--- src/rtl/sr_arb_pkg.sv ---
// Shared types and helpers for the SR-lock round-robin arbiter.
//   state_t     : arbiter FSM states
//   clog2_min1  : $clog2 clamped to a minimum of 1, for derived widths
//   rr_first    : first asserted request at or after a pointer, with wrap
package sr_arb_pkg;

  typedef enum logic [1:0] {
    IDLE    = 2'd0,
    HELD    = 2'd1,
    RECOVER = 2'd2
  } state_t;

  // Upper bound on requesters that rr_first can scan.
  localparam int RR_MAX = 64;

  function automatic int clog2_min1(input int v);
    int w;
    w = $clog2(v);
    return (w < 1) ? 1 : w;
  endfunction

  // Returns the index of the first set bit in req[n-1:0], searching from ptr
  // upward modulo n, or -1 when no bit is set. The scan runs from the farthest
  // offset down, so the nearest match is the one left in the result.
  function automatic int rr_first(input logic [RR_MAX-1:0] req,
                                  input int ptr, input int n);
    int idx;
    rr_first = -1;
    for (int i = RR_MAX - 1; i >= 0; i--) begin
      if (i < n) begin
        idx = (ptr + i) % n;
        if (req[idx]) rr_first = idx;
      end
    end
  endfunction

endpackage

--- src/rtl/sr_lock_cell.sv ---
// Set/reset flag cell with asynchronous active-low reset.
//   clk   : rising-edge clock
//   rst_n : asynchronous active-low reset, clears q
//   s, r  : set / reset strobes; both low holds the flag; both high is illegal
//   q     : flag value
//   qbar  : inverted flag value
module sr_lock_cell
  (
    input  logic clk,
    input  logic rst_n,
    input  logic s,
    input  logic r,
    output logic q,
    output logic qbar
  );

  logic r_q;

  always_ff @(posedge clk or negedge rst_n) begin
    if (!rst_n) begin
      r_q <= 1'b0;
    end else if (s) begin
      r_q <= 1'b1;
    end else if (r) begin
      r_q <= 1'b0;
    end
  end

  assign q    = r_q;
  assign qbar = ~r_q;

  // The sequencer must never request set and reset together.
  a_no_set_and_reset: assert property (@(posedge clk) disable iff (!rst_n) !(s && r));

endmodule

--- src/rtl/sr_lock_arbiter.sv ---
// Round-robin arbiter that owns the only set/reset path into a shared lock
// flag. One requester at a time receives the lock; it is returned on the
// owner's release strobe or forcibly after TIMEOUT held cycles.
//   clk     : rising-edge clock
//   reset   : asynchronous active-low reset
//   req     : level request per requester
//   rel     : release strobe per requester (only the owner's bit matters)
//   gnt     : one-hot grant, zero while the lock is free
//   busy    : lock flag (q of the SR cell)
//   owner   : index of the current / most recent grantee
//   timeout : one-cycle pulse on a forced release
module sr_lock_arbiter
  import sr_arb_pkg::*;
  #(
    parameter  int N_REQ   = 4,
    parameter  int TIMEOUT = 16,
    localparam int OW      = clog2_min1(N_REQ),
    localparam int CW      = clog2_min1(TIMEOUT + 1)
  )
  (
    input  logic             clk,
    input  logic             reset,
    input  logic [N_REQ-1:0] req,
    input  logic [N_REQ-1:0] rel,
    output logic [N_REQ-1:0] gnt,
    output logic             busy,
    output logic [OW-1:0]    owner,
    output logic             timeout
  );

  localparam logic [CW-1:0] TO_LAST = CW'((TIMEOUT > 0) ? (TIMEOUT - 1) : 0);

  state_t           r_state;
  logic [OW-1:0]    r_ptr;
  logic [CW-1:0]    r_cnt;
  logic [N_REQ-1:0] r_gnt;
  logic [OW-1:0]    r_owner;
  logic             r_timeout;

  logic [RR_MAX-1:0] w_req_ext;
  int                w_pick;
  logic [OW-1:0]     w_win;
  logic [OW-1:0]     w_ptr_nxt;
  logic              w_any;
  logic              w_rel_own;
  logic              w_to_hit;
  logic              w_set;
  logic              w_clr;
  logic              w_q;
  logic              w_qbar;

  assign w_req_ext = RR_MAX'(req);
  assign w_any     = |req;

  always_comb begin
    w_pick    = rr_first(w_req_ext, int'(r_ptr), N_REQ);
    w_win     = OW'(w_pick);
    w_ptr_nxt = ((w_pick + 1) >= N_REQ) ? '0 : OW'(w_pick + 1);
  end

  // r_gnt is one-hot on the owner while HELD, so masking rel with it picks
  // out the owner's strobe and ignores everyone else.
  assign w_rel_own = |(rel & r_gnt);
  assign w_to_hit  = (TIMEOUT != 0) && (r_cnt == TO_LAST);

  // Set only leaves IDLE/RECOVER (where the flag is already clear), reset only
  // leaves HELD, so the two strobes are mutually exclusive by construction.
  assign w_set = (r_state != HELD) && w_any && w_qbar;
  assign w_clr = (r_state == HELD) && (w_rel_own || w_to_hit);

  sr_lock_cell u_cell (
    .clk   (clk),
    .rst_n (reset),
    .s     (w_set),
    .r     (w_clr),
    .q     (w_q),
    .qbar  (w_qbar)
  );

  always_ff @(posedge clk or negedge reset) begin
    if (!reset) begin
      r_state   <= IDLE;
      r_ptr     <= '0;
      r_cnt     <= '0;
      r_gnt     <= '0;
      r_owner   <= '0;
      r_timeout <= 1'b0;
    end else begin
      case (r_state)
        IDLE, RECOVER: begin
          r_timeout <= 1'b0;
          if (w_set) begin
            r_state <= HELD;
            r_gnt   <= N_REQ'(1) << w_win;
            r_owner <= w_win;
            r_cnt   <= '0;
            r_ptr   <= w_ptr_nxt;
          end else begin
            r_state <= IDLE;
            r_gnt   <= '0;
          end
        end
        HELD: begin
          if (w_clr) begin
            r_state   <= RECOVER;
            r_gnt     <= '0;
            // An owner release in the same cycle as the limit wins: no pulse.
            r_timeout <= !w_rel_own;
          end else begin
            r_cnt <= r_cnt + 1'b1;
          end
        end
        default: begin
          r_state   <= IDLE;
          r_gnt     <= '0;
          r_timeout <= 1'b0;
        end
      endcase
    end
  end

  assign gnt     = r_gnt;
  assign busy    = w_q;
  assign owner   = r_owner;
  assign timeout = r_timeout;

endmodule

--- config.mk ---
export PLATFORM = sky130hd
export DESIGN_NAME = sr_lock_arbiter
export DESIGN_NICKNAME = d
export VERILOG_FILES = /design/src/rtl/sr_arb_pkg.sv /design/src/rtl/sr_lock_cell.sv /design/src/rtl/sr_lock_arbiter.sv
export SDC_FILE = /design/constraint.sdc
export NUM_CORES = 1
export LEC_CHECK = 0
export ABC_AREA = 1
export CAP_MARGIN = 20
export CORE_ASPECT_RATIO = 1.5
export CORE_MARGIN = 1
export CORE_UTILIZATION = 30
export CTS_CLUSTER_DIAMETER = 100
export DETAILED_ROUTE_END_ITERATION = 8
export PLACE_DENSITY = 0.52
export REMOVE_ABC_BUFFERS = 1
export SYNTH_ARGS = -nofsm -noshare
export SYNTH_HDL_FRONTEND = slang
export SYNTH_HIERARCHICAL = 1
export SYNTH_SLANG_ARGS = --single-unit
--- constraint.sdc ---
create_clock -name clk -period 1.55 [get_ports clk]
set_clock_uncertainty 0.15 [all_clocks]
set_input_delay 0.155 -clock clk [delete_from_list [all_inputs] [get_ports clk]]
set_output_delay 0.155 -clock clk [all_outputs]
set_load 0.005 [all_outputs]
== Word level (Yosys, flattened, before mapping) ==
Cells that the tools add are included.

* $add $sub $neg: 5
* Magnitude comparators: 5
* Eq/ne operators: 7
* Shift-type cells: 1
* Mux-type cells: 29
* Bitwise gates (word level): 5
* Reductions and logical operators: 16

{| class="wikitable"
|+ Operators by type and width
! operator !! number
|-
| 32-bit two-way mux || 4
|-
| 32-bit by 2-bit adder with 32-bit output (second input constant) || 1
|-
| 32-bit by 4-bit greater-or-equal comparator with 1-bit output (second input constant) || 1
|-
| 3-bit by 8-bit < comparator with 1-bit output (second input constant) || 3
|-
| 1-bit two-way mux || 12
|-
| 5-bit two-way mux || 2
|-
| 5-bit one-hot mux with 2 select lines || 1
|-
| 1-bit binary-select mux with 3-bit select || 3
|-
| 4-bit two-way mux || 2
|-
| 4-bit one-hot mux with 2 select lines || 1
|-
| 2-bit OR reduction || 4
|-
| 4-bit OR reduction || 2
|-
| 2-bit by 7-bit < comparator with 1-bit output (second input constant) || 1
|-
| 2-bit by 1-bit inequality test with 1-bit output (second input constant) || 3
|-
| 5-bit by 1-bit adder with 5-bit output (second input constant) || 1
|-
| 5-bit by 4-bit == test with 1-bit output (second input constant) || 1
|-
| 2-bit adder (second input constant) || 2
|-
| 4-bit bitwise AND || 1
|-
| 2-bit two-way mux || 2
|-
| 2-bit one-hot mux with 2 select lines || 1
|-
| 2-bit nonzero test || 2
|-
| 1-bit by 2-bit left shift with 4-bit output (first input constant) || 1
|-
| 1-bit bitwise AND (first input constant) || 3
|-
| 1-bit logical AND || 3
|-
| other kinds (11) || 11
|}

* Register bits after elaboration: 17
* Bits of input ports: 10
* Output and inout bits: 8
* Word-level logic and storage cells: 75

== Depth between registers and ports, before layout ==
Gate-level depths: netlist (run 1).

* Depth after elaboration: 13
* Depth in mapped cells: 13
* Gate-level depth less buffers: 13

== By module ==
The synthesis (run 1) kept the hierarchy.

{| class="wikitable"
|+ Modules (own cells, without submodules)
! module !! instances !! cells an instance !! area each (µm²) !! sequential area each (µm²)
|-
| sr_lock_arbiter || 1 || 123 || 898.4 || 400.4
|-
| sr_lock_cell || 1 || 6 || 43.8 || 25.0
|}

== Worst setup path before layout (run 1) ==
OpenSTA, ideal clock, no wires.

* Path type: register to register
* From: register r_ptr[0]
* To: register r_ptr[1]
* Setup time: 0.126 ns
* Arrival: 1.428 ns
* Required time: 1.274 ns
* Path slack: -0.155 ns
* Cell stages (with the launch flop): 10
* Path buffers: 0
* Clock period less this slack: 1.705 ns
* Path through: dfrtp_1 inv_2 nand2_1 and2_4 or2_0 nand2_2 inv_1 ha_1 nand2_1 o21ai_0

* Longest elaborated chain between the ends: 13
* Elaborated cells on any way between the ends: 27
* Those cells by class: 4 x add/sub; 1 x order compare; 16 x mux; 3 x bitwise; 3 x reduce/logical

{| class="wikitable"
|+ RTL lines
! what !! line !! RTL
|-
| start: declaration || sr_lock_arbiter.sv:34 || <nowiki>logic [OW-1:0] r_ptr;</nowiki>
|-
| start signal: assignment || sr_lock_arbiter.sv:97 || <nowiki>r_ptr <= w_ptr_nxt;</nowiki>
|-
| 2-bit adder || sr_arb_pkg.sv:31 || <nowiki>idx = (ptr + i) % n;</nowiki>
|-
| 2-bit OR reduction (no line) || - ||
|-
| 1-bit bitwise AND (no line) || - ||
|-
| 1-bit binary-select mux with 3-bit select || sr_arb_pkg.sv:32 || <nowiki>if (req[idx]) rr_first = idx;</nowiki>
|-
| 1-bit two-way mux (implied by the code) (2 in series) || sr_arb_pkg.sv:32 ||
|-
| 32-bit two-way mux (3 in series) || sr_arb_pkg.sv:32 ||
|-
| 32-bit two-way mux (*) || sr_arb_pkg.sv:32 ||
|-
| 32-bit by 2-bit adder with 32-bit output (*) || sr_lock_arbiter.sv:58 || <nowiki>w_ptr_nxt = ((w_pick + 1) >= N_REQ) ? '0 : OW'(w_pick + 1);</nowiki>
|-
| 32-bit by 4-bit greater-or-equal comparator with 1-bit output || sr_lock_arbiter.sv:58 ||
|-
| 2-bit two-way mux (*) || sr_lock_arbiter.sv:58 ||
|-
| net w_ptr_nxt[1] || sr_lock_arbiter.sv:43 || <nowiki>logic [OW-1:0] w_ptr_nxt;</nowiki>
|}

Mark *: on every way through the listed nets, which the timed path passes. The rest lies on a longest branch. The select of a mux whose other input is x is not followed.
A chain may end at the register's enable or synchronous reset.

== Worst setup path after layout (run 1) ==
Ends and elaborated chain as after synthesis.

==> out/results.tsv, run 1 <==
metric	value	unit
violations	setup timing	
place_hpwl	1.707	mm
max-cap-violations	0	
setup_ws	-0.1348	ns
first_pass_iters	4	
finalWirelength	2.261	mm
synth-async-reset-ratio	100.0	%
worst_slew_pin_slew	0.2609	ns
slew_violations	0	
cpPeakStageDelay	0.47	ns
start_util	32.02	%
finalHoldViolations	0	
grtUsageTotal	15.39	%
die_h	70.64	um
synthTopCellsByArea	dfrtp_1 45%, nand2_1 21%, inv_1 6.0%	
crit_buf_inv	2	
maxSlewHeadroom	82.54	%
clk_latency	0.25	ns
status	finished with violations	
htree_levels	1	
syn_to_final_growth	54.58	%
wire_per_inst	10.92	um
gr-total-overflow	0	
cts_tree	done	
cp_common_cell	nand2_2	
core_area	0.002943	mm^2
n_antenna_cell	0	
grt_pass1_vias	922	
drt_iter0_markers	14	
worstRegToRegCells	9	
layout-drive-gt1-share	34.52	%
syn_avg_cell_area	7.304	um^2
ys_types	20	
crit-reg2reg-launch	r_ptr[0]$_DFFE_PN0P_	
ioPinCount	18	
drc_errors	0	
fmax	593.5	MHz
fin_crit_sh	108.7	%
grt_pass1_wl	3.760	mm
endpoint_kind	flip-flop	
setup_viol	13	
gp_congestion	0.7678	
rows	24	
path_clk_slew	0.07	ns
ir_worst_vdd	1.062	mV
synth_ff_type	dfrtp_1	
rsz0062_at_grt	true	
final_nets	182	
numCtsBuffers	3	
crit_type	reg2reg	
period_minus_slack	1.685	ns
powerDensity	2047	mW/mm^2
ys_seq_elements	17	
dp_cells	200	
syn_inst	129	
r2r_end	r_ptr[1]$_DFFE_PN0P_	
vias	933	
crit_slowest_cell	dfrtp_2	
crit_chain	inv_4 -> nand2_2 -> and2_4 -> or2_0 -> nand2_2 -> inv_2 -> ha_4 -> nand2_1 -> o21ai_1	
cts_sinks	17	
power.total	2.981	mW
hold_class	in2async	
cp-start-kind	flip-flop	
r2r_slack	-0.13	ns
die_w	47.76	um
grt_max_degree	18	
yosysTopAreaCell	dfrtp_1	
portBuffers	17	
synth_top_area_share	45.15	%
synth_most_common_cell	nand2_1	
ys_seq_area_share	45.15	%
worstPathArrival	1.68	ns
clockBufferDepth	2	
cp.required	1.55	ns
critPathTopFamily	simple AND/OR/NAND/NOR gates	
synth_common_cells	52 x nand2_1, 17 x dfrtp_1, 15 x inv_1, 12 x nor2_1, 9 x nand3_1	
antenna_found_initial	0	
synth_edf_count	0	
via_per_inst	4.507	
synth_warnings	6	
ant_nets	0	
cts_hold_buf	0	
leakage	0.7187	nW
cts_root_buf	clkbuf_8	
worstPathMaxFanout	6	
final_cell_count_no_fill	207	
die_area	0.003373	mm^2
syn_area	942.2	um^2
critPathLaunch	r_ptr[0]$_DFFE_PN0P_	
[metal layers]
layer  part of all wire (%)  up-vias  track usage (%)  wire length (um)
li1                       -      478                -                 -
met5                      0        -                0                 0
met3                    2.0        5            1.786                45
met4                    2.6        0            9.259                58
met1                     40      436            17.50               901
met2                     56       14            25.68              1256
[state kept, by name, indices dropped and copies added, names as in the netlist]
register and cells:
r_cnt 5, gnt 4, owner 2, r_ptr 2, r_state 2, timeout 1, u_cell/q 1
[cell usage in the layout (no fill, tap or decap), types with 2 or more instances in the layout]
| cell | instances |
|---|---|
| clkdlybuf4s50_1 | 17 |
| nand3_2 | 3 |
| buf_6 | 3 |
| inv_2 | 2 |
| inv_1 | 10 |
| nand2_2 | 12 |
| nand2_4 | 2 |
| dfrtp_1 | 15 |
| dfrtp_2 | 2 |
| o21ai_1 | 4 |
| buf_4 | 16 |
| nor2_2 | 2 |
| nor2_1 | 9 |
| nand2_1 | 42 |
| inv_4 | 4 |
| clkbuf_8 | 3 |
| o21ai_0 | 2 |
| o21ai_2 | 2 |
| ha_2 | 2 |
| nand3_1 | 5 |
[metrics by stage]
| stage | instance area, um^2 | setup WS (ns) | util, % | hold slack [ns] | TNS [ns] |
|---|---|---|---|---|---|
| finish | 1456 | -0.1348 | 49.49 | 0.06887 | -0.8427 |
| global placement | 1274 | -0.3438 | 43.28 | 0.3173 | -3.058 |
| CTS | 1383 | -0.1280 | 46.98 | 0.07748 | -0.7178 |
| global route | 1456 | -0.2170 | 49.49 | 0.1199 | -2.104 |
| floorplan | 934.6 | -0.1767 | - | -0.2906 | -0.6308 |
| detailed placement | 1274 | -0.3958 | 43.28 | 0.3239 | -3.178 |
[what timing repair did]
| item | 4_1_cts | 5_1_grt |
|---|---|---|
| resized for setup | 19 | 22 |
| setup endpoints to repair | 15 | 15 |
| setup buffers | 2 | 2 |
| pin swaps | 11 | 13 |
[worst max-delay path by stage]
| stage | to | slack [ns] | depth (start not counted) |
|---|---|---|---|
| 2_1_floorplan | r_ptr[1]$_DFFE_PN0P_ | -0.18 | 9 |
| 3_3_place_gp | r_ptr[1]$_DFFE_PN0P_ | -0.34 | 9 |
| 3_5_place_dp | r_ptr[1]$_DFFE_PN0P_ | -0.40 | 9 |
| 4_1_cts | r_ptr[1]$_DFFE_PN0P_ | -0.13 | 13 |
| 5_1_grt | r_ptr[1]$_DFFE_PN0P_ | -0.22 | 13 |
| 6_report | r_ptr[1]$_DFFE_PN0P_ | -0.13 | 9 |
[cells by family after synthesis]
group	after synthesis	share of synthesized area, %
buf+inv	17	7.171
simple gates	80	35.59
xor+xnor	1	0.9298
compound gates	11	7.171
fa+ha+maj	3	3.984
flops	17	45.15
[area by class of cell]
type | instances | area (um^2)
Clock buffer | 4 | 45.04
Inverter | 16 | 70.07
Fill cell | 319 | 1486
Tap cell | 39 | 48.80
Sequential cell | 17 | 427.9
Timing Repair Buffer | 36 | 324.1
Multi-Input combinational cell | 95 | 540.5
[power breakdown]
| group | switching [mW] | internal [mW] | leakage (nW) |
|---|---|---|---|
| Combinational | 0.972 | 0.912 | 0.478 |
| Clock | 0.155 | 0.183 | 0.0228 |
| Sequential | 0.138 | 0.621 | 0.218 |
(Power assumes the default switching activity.)
==> inputs of run 2 (changes only) <==
CAP_MARGIN = 25   (was 20)
==> results of run 2 <==
Same layout as run 1: the final DEF is identical, and so are final timing and power.
